===== config.mk =====
export PLATFORM = sky130hd
export DESIGN_NAME = read_ptr_empty_flat
export DESIGN_NICKNAME = d
export VERILOG_FILES = /design/src/rtl/afifo_pkg.sv /design/src/rtl/read_ptr_empty_if.sv /design/src/rtl/gray2bin_conv.sv /design/src/rtl/read_ptr_empty.sv /design/src/flat_wrapper.sv
export SDC_FILE = /design/constraint.sdc
export NUM_CORES = 1
export LEC_CHECK = 0
export ABC_AREA = 1
export BUFFER_PORTS_ARGS = -buffer_cell sky130_fd_sc_hd__buf_4
export CELL_PAD_IN_SITES_DETAIL_PLACEMENT = 1
export CELL_PAD_IN_SITES_GLOBAL_PLACEMENT = 1
export CORE_ASPECT_RATIO = 0.8
export CORE_MARGIN = 1
export CORE_UTILIZATION = 37
export CTS_CLUSTER_DIAMETER = 30
export CTS_CLUSTER_SIZE = 40
export DETAILED_ROUTE_END_ITERATION = 8
export GPL_TIMING_DRIVEN = 0
export MAX_ROUTING_LAYER = met4
export PLACE_DENSITY = 0.88
export SYNTH_ARGS = -nofsm -noshare
export SYNTH_HDL_FRONTEND = slang
export SYNTH_HIERARCHICAL = 1
export SYNTH_SLANG_ARGS = --single-unit

===== constraint.sdc =====
create_clock -name rd_clk -period 4.6 [get_ports rd_clk]
set_clock_uncertainty 0.05 [all_clocks]
set_input_delay 1.38 -clock rd_clk [delete_from_list [all_inputs] [get_ports rd_clk]]
set_output_delay 1.38 -clock rd_clk [all_outputs]
set_load 0.01 [all_outputs]

===== src/rtl/afifo_pkg.sv =====
// Shared async-FIFO definitions: default address width and Gray/binary conversions.
// Functions work on a 32-bit container; width selects how many low bits are meaningful.
package afifo_pkg;

    localparam int ADD_WIDTH_DEF = 3;
    localparam int CONV_W        = 32;

    function automatic logic [CONV_W-1:0] bin2gray(input logic [CONV_W-1:0] bin,
                                                   input int unsigned width);
        logic [CONV_W-1:0] mask;
        mask = (width >= CONV_W) ? '1 : ((CONV_W'(1) << width) - CONV_W'(1));
        return (bin ^ (bin >> 1)) & mask;
    endfunction

    function automatic logic [CONV_W-1:0] gray2bin(input logic [CONV_W-1:0] gray,
                                                   input int unsigned width);
        logic [CONV_W-1:0] bin;
        logic              acc;
        bin = '0;
        acc = 1'b0;
        for (int i = CONV_W - 1; i >= 0; i--) begin
            if (i < int'(width)) begin
                acc    = acc ^ gray[i];
                bin[i] = acc;
            end
        end
        return bin;
    endfunction

endpackage


===== src/rtl/read_ptr_empty_if.sv =====
// Read-side pointer bundle between the read port logic and the pointer/empty block.
// rd_almost_empty exists only when RD_ALMOST_EMPTY_EN is defined.
interface read_ptr_empty_if #(
    parameter int ADD_WIDTH = afifo_pkg::ADD_WIDTH_DEF
);
    logic                 rd_en;
    logic [ADD_WIDTH:0]   rd_sync_wptr;
    logic [ADD_WIDTH-1:0] rd_addr;
    logic [ADD_WIDTH:0]   rd_ptr_gray;
    logic                 rd_empty;
    logic [ADD_WIDTH:0]   rd_level;
    logic                 rd_underflow;
`ifdef RD_ALMOST_EMPTY_EN
    logic                 rd_almost_empty;

    modport master (
        output rd_en, rd_sync_wptr,
        input  rd_addr, rd_ptr_gray, rd_empty, rd_level, rd_underflow, rd_almost_empty
    );
    modport slave (
        input  rd_en, rd_sync_wptr,
        output rd_addr, rd_ptr_gray, rd_empty, rd_level, rd_underflow, rd_almost_empty
    );
`else
    modport master (
        output rd_en, rd_sync_wptr,
        input  rd_addr, rd_ptr_gray, rd_empty, rd_level, rd_underflow
    );
    modport slave (
        input  rd_en, rd_sync_wptr,
        output rd_addr, rd_ptr_gray, rd_empty, rd_level, rd_underflow
    );
`endif
endinterface


===== src/rtl/gray2bin_conv.sv =====
// Combinational Gray-to-binary converter (XOR prefix from the MSB down).
// Zero latency; no flow control.
module gray2bin_conv #(
    parameter int W = 4
) (
    input  logic [W-1:0] gray,
    output logic [W-1:0] bin
);
    logic acc;

    always_comb begin
        bin = '0;
        acc = 1'b0;
        for (int i = W - 1; i >= 0; i--) begin
            acc    = acc ^ gray[i];
            bin[i] = acc;
        end
    end

endmodule


===== src/rtl/read_ptr_empty.sv =====
// Async FIFO read-domain pointer, registered empty flag and occupancy. Optional almost-empty via RD_ALMOST_EMPTY_EN.
// Latency: outputs update on the edge that accepts a read; a synchronised write-pointer change shows 1 cycle later.
module read_ptr_empty
    import afifo_pkg::*;
#(
    parameter int ADD_WIDTH       = ADD_WIDTH_DEF,
    parameter int ALMOST_EMPTY_TH = 1
) (
    input  logic            rd_clk,
    input  logic            rd_rst,
    read_ptr_empty_if.slave bus
);
    localparam int PTR_W = ADD_WIDTH + 1;

    if (ALMOST_EMPTY_TH < 0 || ALMOST_EMPTY_TH > (1 << ADD_WIDTH)) begin : g_bad_th
        $error("ALMOST_EMPTY_TH out of range 0..2^ADD_WIDTH");
    end

    logic [PTR_W-1:0] rbin;
    logic [PTR_W-1:0] rgray_q;
    logic             empty_q;
    logic [PTR_W-1:0] level_q;
    logic             underflow_q;

    logic             accept;
    logic [PTR_W-1:0] rbin_next;
    logic [PTR_W-1:0] rgray_next;
    logic [PTR_W-1:0] wbin;
    logic [PTR_W-1:0] level_next;

    gray2bin_conv #(.W(PTR_W)) u_wptr_conv (
        .gray (bus.rd_sync_wptr),
        .bin  (wbin)
    );

    always_comb begin
        accept     = bus.rd_en & ~empty_q;
        rbin_next  = accept ? rbin + PTR_W'(1) : rbin;
        rgray_next = rbin_next ^ (rbin_next >> 1);
        // Modulo subtraction keeps level correct across the pointer wrap.
        level_next = wbin - rbin_next;
    end

`ifdef RD_ALMOST_EMPTY_EN
    logic almost_empty_q;

    always_ff @(posedge rd_clk) begin
        if (!rd_rst) begin
            rbin           <= '0;
            rgray_q        <= '0;
            empty_q        <= 1'b1;
            level_q        <= '0;
            underflow_q    <= 1'b0;
            almost_empty_q <= 1'b1;
        end else begin
            rbin           <= rbin_next;
            rgray_q        <= rgray_next;
            empty_q        <= (rgray_next == bus.rd_sync_wptr);
            level_q        <= level_next;
            underflow_q    <= underflow_q | (bus.rd_en & empty_q);
            almost_empty_q <= (level_next <= PTR_W'(ALMOST_EMPTY_TH));
        end
    end

    assign bus.rd_almost_empty = almost_empty_q;
`else
    always_ff @(posedge rd_clk) begin
        if (!rd_rst) begin
            rbin        <= '0;
            rgray_q     <= '0;
            empty_q     <= 1'b1;
            level_q     <= '0;
            underflow_q <= 1'b0;
        end else begin
            rbin        <= rbin_next;
            rgray_q     <= rgray_next;
            empty_q     <= (rgray_next == bus.rd_sync_wptr);
            level_q     <= level_next;
            underflow_q <= underflow_q | (bus.rd_en & empty_q);
        end
    end
`endif

    assign bus.rd_addr      = rbin[ADD_WIDTH-1:0];
    assign bus.rd_ptr_gray  = rgray_q;
    assign bus.rd_empty     = empty_q;
    assign bus.rd_level     = level_q;
    assign bus.rd_underflow = underflow_q;

endmodule


===== src/flat_wrapper.sv =====
// flat-port wrapper written by rule: the top's interface ports become plain ports
module read_ptr_empty_flat import afifo_pkg::*;
#(
    parameter int ADD_WIDTH       = ADD_WIDTH_DEF,
    parameter int ALMOST_EMPTY_TH = 1
)
  (rd_clk, rd_rst, bus_rd_en, bus_rd_sync_wptr, bus_rd_addr, bus_rd_ptr_gray, bus_rd_empty, bus_rd_level, bus_rd_underflow);
  read_ptr_empty_if #(.ADD_WIDTH(ADD_WIDTH)) bus_i ();
  input  logic rd_clk;
  input  logic rd_rst;
  input wire logic [$bits(bus_i.rd_en)-1:0] bus_rd_en;
  input wire logic [$bits(bus_i.rd_sync_wptr)-1:0] bus_rd_sync_wptr;
  output wire logic [$bits(bus_i.rd_addr)-1:0] bus_rd_addr;
  output wire logic [$bits(bus_i.rd_ptr_gray)-1:0] bus_rd_ptr_gray;
  output wire logic [$bits(bus_i.rd_empty)-1:0] bus_rd_empty;
  output wire logic [$bits(bus_i.rd_level)-1:0] bus_rd_level;
  output wire logic [$bits(bus_i.rd_underflow)-1:0] bus_rd_underflow;
  assign bus_i.rd_en = bus_rd_en;
  assign bus_i.rd_sync_wptr = bus_rd_sync_wptr;
  assign bus_rd_addr = bus_i.rd_addr;
  assign bus_rd_ptr_gray = bus_i.rd_ptr_gray;
  assign bus_rd_empty = bus_i.rd_empty;
  assign bus_rd_level = bus_i.rd_level;
  assign bus_rd_underflow = bus_i.rd_underflow;
  read_ptr_empty #(.ADD_WIDTH(ADD_WIDTH), .ALMOST_EMPTY_TH(ALMOST_EMPTY_TH)) u_core (.rd_clk(rd_clk), .rd_rst(rd_rst), .bus(bus_i));
endmodule

==> out/metrics.yaml <==
min_period_ps: 2710
via_count: 875
synthesis.area_um2: 808
power_mw: 0.293
seq_area_frac_synth: 0.322
portBuffers: 19
status: "completed"
relSlewSlack: 0.822
cellPowerDensity_mw_per_mm2: 291
final_common_cell: "nand2_1"
instances_no_fill: 177
drv_slew: 0
cts_htree_levels: 1
drc: 0
fillers: 288
synth_ff_type: "dfxtp_1"
wl_um: 2250
cp-start-kind: "primary input"
hold_violations: 0
grt_overflow: 0
worst_pin_slew_ps: 265
syn_inst: 130
layout-drive-gt1-share: 0.203
max_clock_freq_mhz: 369
vias_per_cell: 4.94
core_area_mm2: 0.00196
clockRootBuffer: "clkbuf_4"
worstPathMaxFanout: 6
antennaDiodeCount: 0
die_w_um: 54.3
num_rows: 14
rsz0062_at_grt: "false"
hpwl_um: 1820
die_height_um: 43.8
fin_ws_ps: 1890
grt_max_degree: 10
ys_seq_elements: 13
min_period_over_period: 0.589
crit_type: "primary input to register"
postCtsSetupBuffers: 0
endpoint_kind: "register"
setup_viol: 0
maxCapViolCount: 0
worst-endpoint-required_ps: 4720
synth-edff-count: 0
irDropWorstVdd_uv: 174
cts_tree: "built"
dr.pass1.iters: 4
dieArea_mm2: 0.00238
routedWlPerCell_um: 12.7
io_pins: 20
routabilityCongestion: 0.838
cts-buffers-inserted: 3
clkTransAtPathRegs_ps: 80
cts-hold-fix-buffers: 0
ctsLongestPathBuffers: 2
pre_cts_ws_ps: 1600
final_area_mm2: 0.00101
fin_tns_setup_ps: 0
cts_resized: 0
dp_cells: 173
async_reset_ff_frac: 0
syn_avg_cell_area_um2: 6.22
min_path_type: "register to register"
start_util: 0.412
drtIter0Drc: 7
ant_nets: 0
clk_latency_ps: 280
synth_cell_types: 17
clock_sinks: 13
post-route-util: 0.513
grt_pass1_vias: 900
grt_use_total: 0.232
ys.warnings.count: 6
place_area_um2: 981
p_leak_nw: 0.579
area_growth_pct: 24.6
layout.nets: 164
holdWs_ps: 441
antenna_found_initial: 0
grt_pass1_wl_um: 3830
ff2ff_setup_slack_ps: 2740
final_cell_mix: "nand2_1 (47), inv_1 (22), buf_4 (21), nand3_1 (14), dfxtp_1 (13)"
syn-num-nets: 140
cp.arrival_ps: 2830
[final cells by class]
type | instances | area, um2 | share of cell area
inverters | 23 | 86.3 | 0.0857
multi-input cells | 92 | 447 | 0.443
plain buffers | 2 | 15.0 | 0.0149
flip-flops and latches | 13 | 260 | 0.258
clock buffers | 4 | 26.3 | 0.0261
well taps | 24 | 30.0 | 0.0298
repair buffers | 19 | 143 | 0.142
[layer usage]
| layer | part of all wire | global-route usage |
|---|---|---|
| met2 | 0.48 | 0.380 |
| met3 | 0.036 | 0.0667 |
| met4 | 0.011 | 0.0718 |
| met1 | 0.47 | 0.269 |
| met5 | 0 | - |
[path summary, 6_finish.rpt]
| check | from | end | depth (start not counted) |
|---|---|---|---|
| worst min register to register | u_core/bus.rd_underflow | u_core/bus.rd_underflow | 2 |
| worst min-delay path | u_core/bus.rd_underflow | u_core/bus.rd_underflow | 2 |
| worst max-delay path | bus_rd_sync_wptr[3] | u_core/bus.rd_level[2] | 16 |
| worst max register to register | u_core/rbin[1] | u_core/bus.rd_level[2] | 11 |
[cells by family after synthesis]
family | after synthesis | synth area share
xor gates and xnor gates | 1 | 0.0108
buffers and inverters | 25 | 0.125
AOI/OAI and AO/OA | 10 | 0.0712
adders and majority gates | 3 | 0.0464
DFF | 13 | 0.322
and+or+nand+nor | 78 | 0.424
[cells in the mapped netlist (2+ instances only)]
cell	instances	area, um2
nand2_1	47	176
nor2_1	9	33.8
nand3_2	3	30.0
nand2_2	2	12.5
a21oi_1	7	35.0
ha_1	3	37.5
dfxtp_1	13	260
o21ai_2	2	17.5
buf_4	2	15.0
inv_1	22	82.6
nand3_1	14	70.1
[sequential cells by signal, indices dropped and copies added (netlist names)]
name                     count
u_core/bus.rd_underflow      1
u_core/bus.rd_ptr_gray       3
u_core/bus.rd_empty          1
u_core/bus.rd_level          4
u_core/rbin                  4
[worst max-delay path: stages]
cell,delay (ps)
buf_4,130
inv_1,70
nand2_1,100
nand3_1,110
nand3_1,70
nand2_1,80
buf_4,100
inv_1,30
ha_1,180
inv_1,70
ha_1,140
inv_1,40
nand2_1,50
inv_1,50
o21ai_0,160
a21oi_1,60
[power breakdown]
| group | total (mW) | leakage, nW | internal, mW | switching (mW) |
|---|---|---|---|---|
| sequential | 0.129 | 0.107 | 0.123 | 0.00565 |
| combinational | 0.0933 | 0.456 | 0.0386 | 0.0547 |
| clock | 0.0710 | 0.0150 | 0.0336 | 0.0374 |
Note: power is estimated with default switching activity, not from simulation.
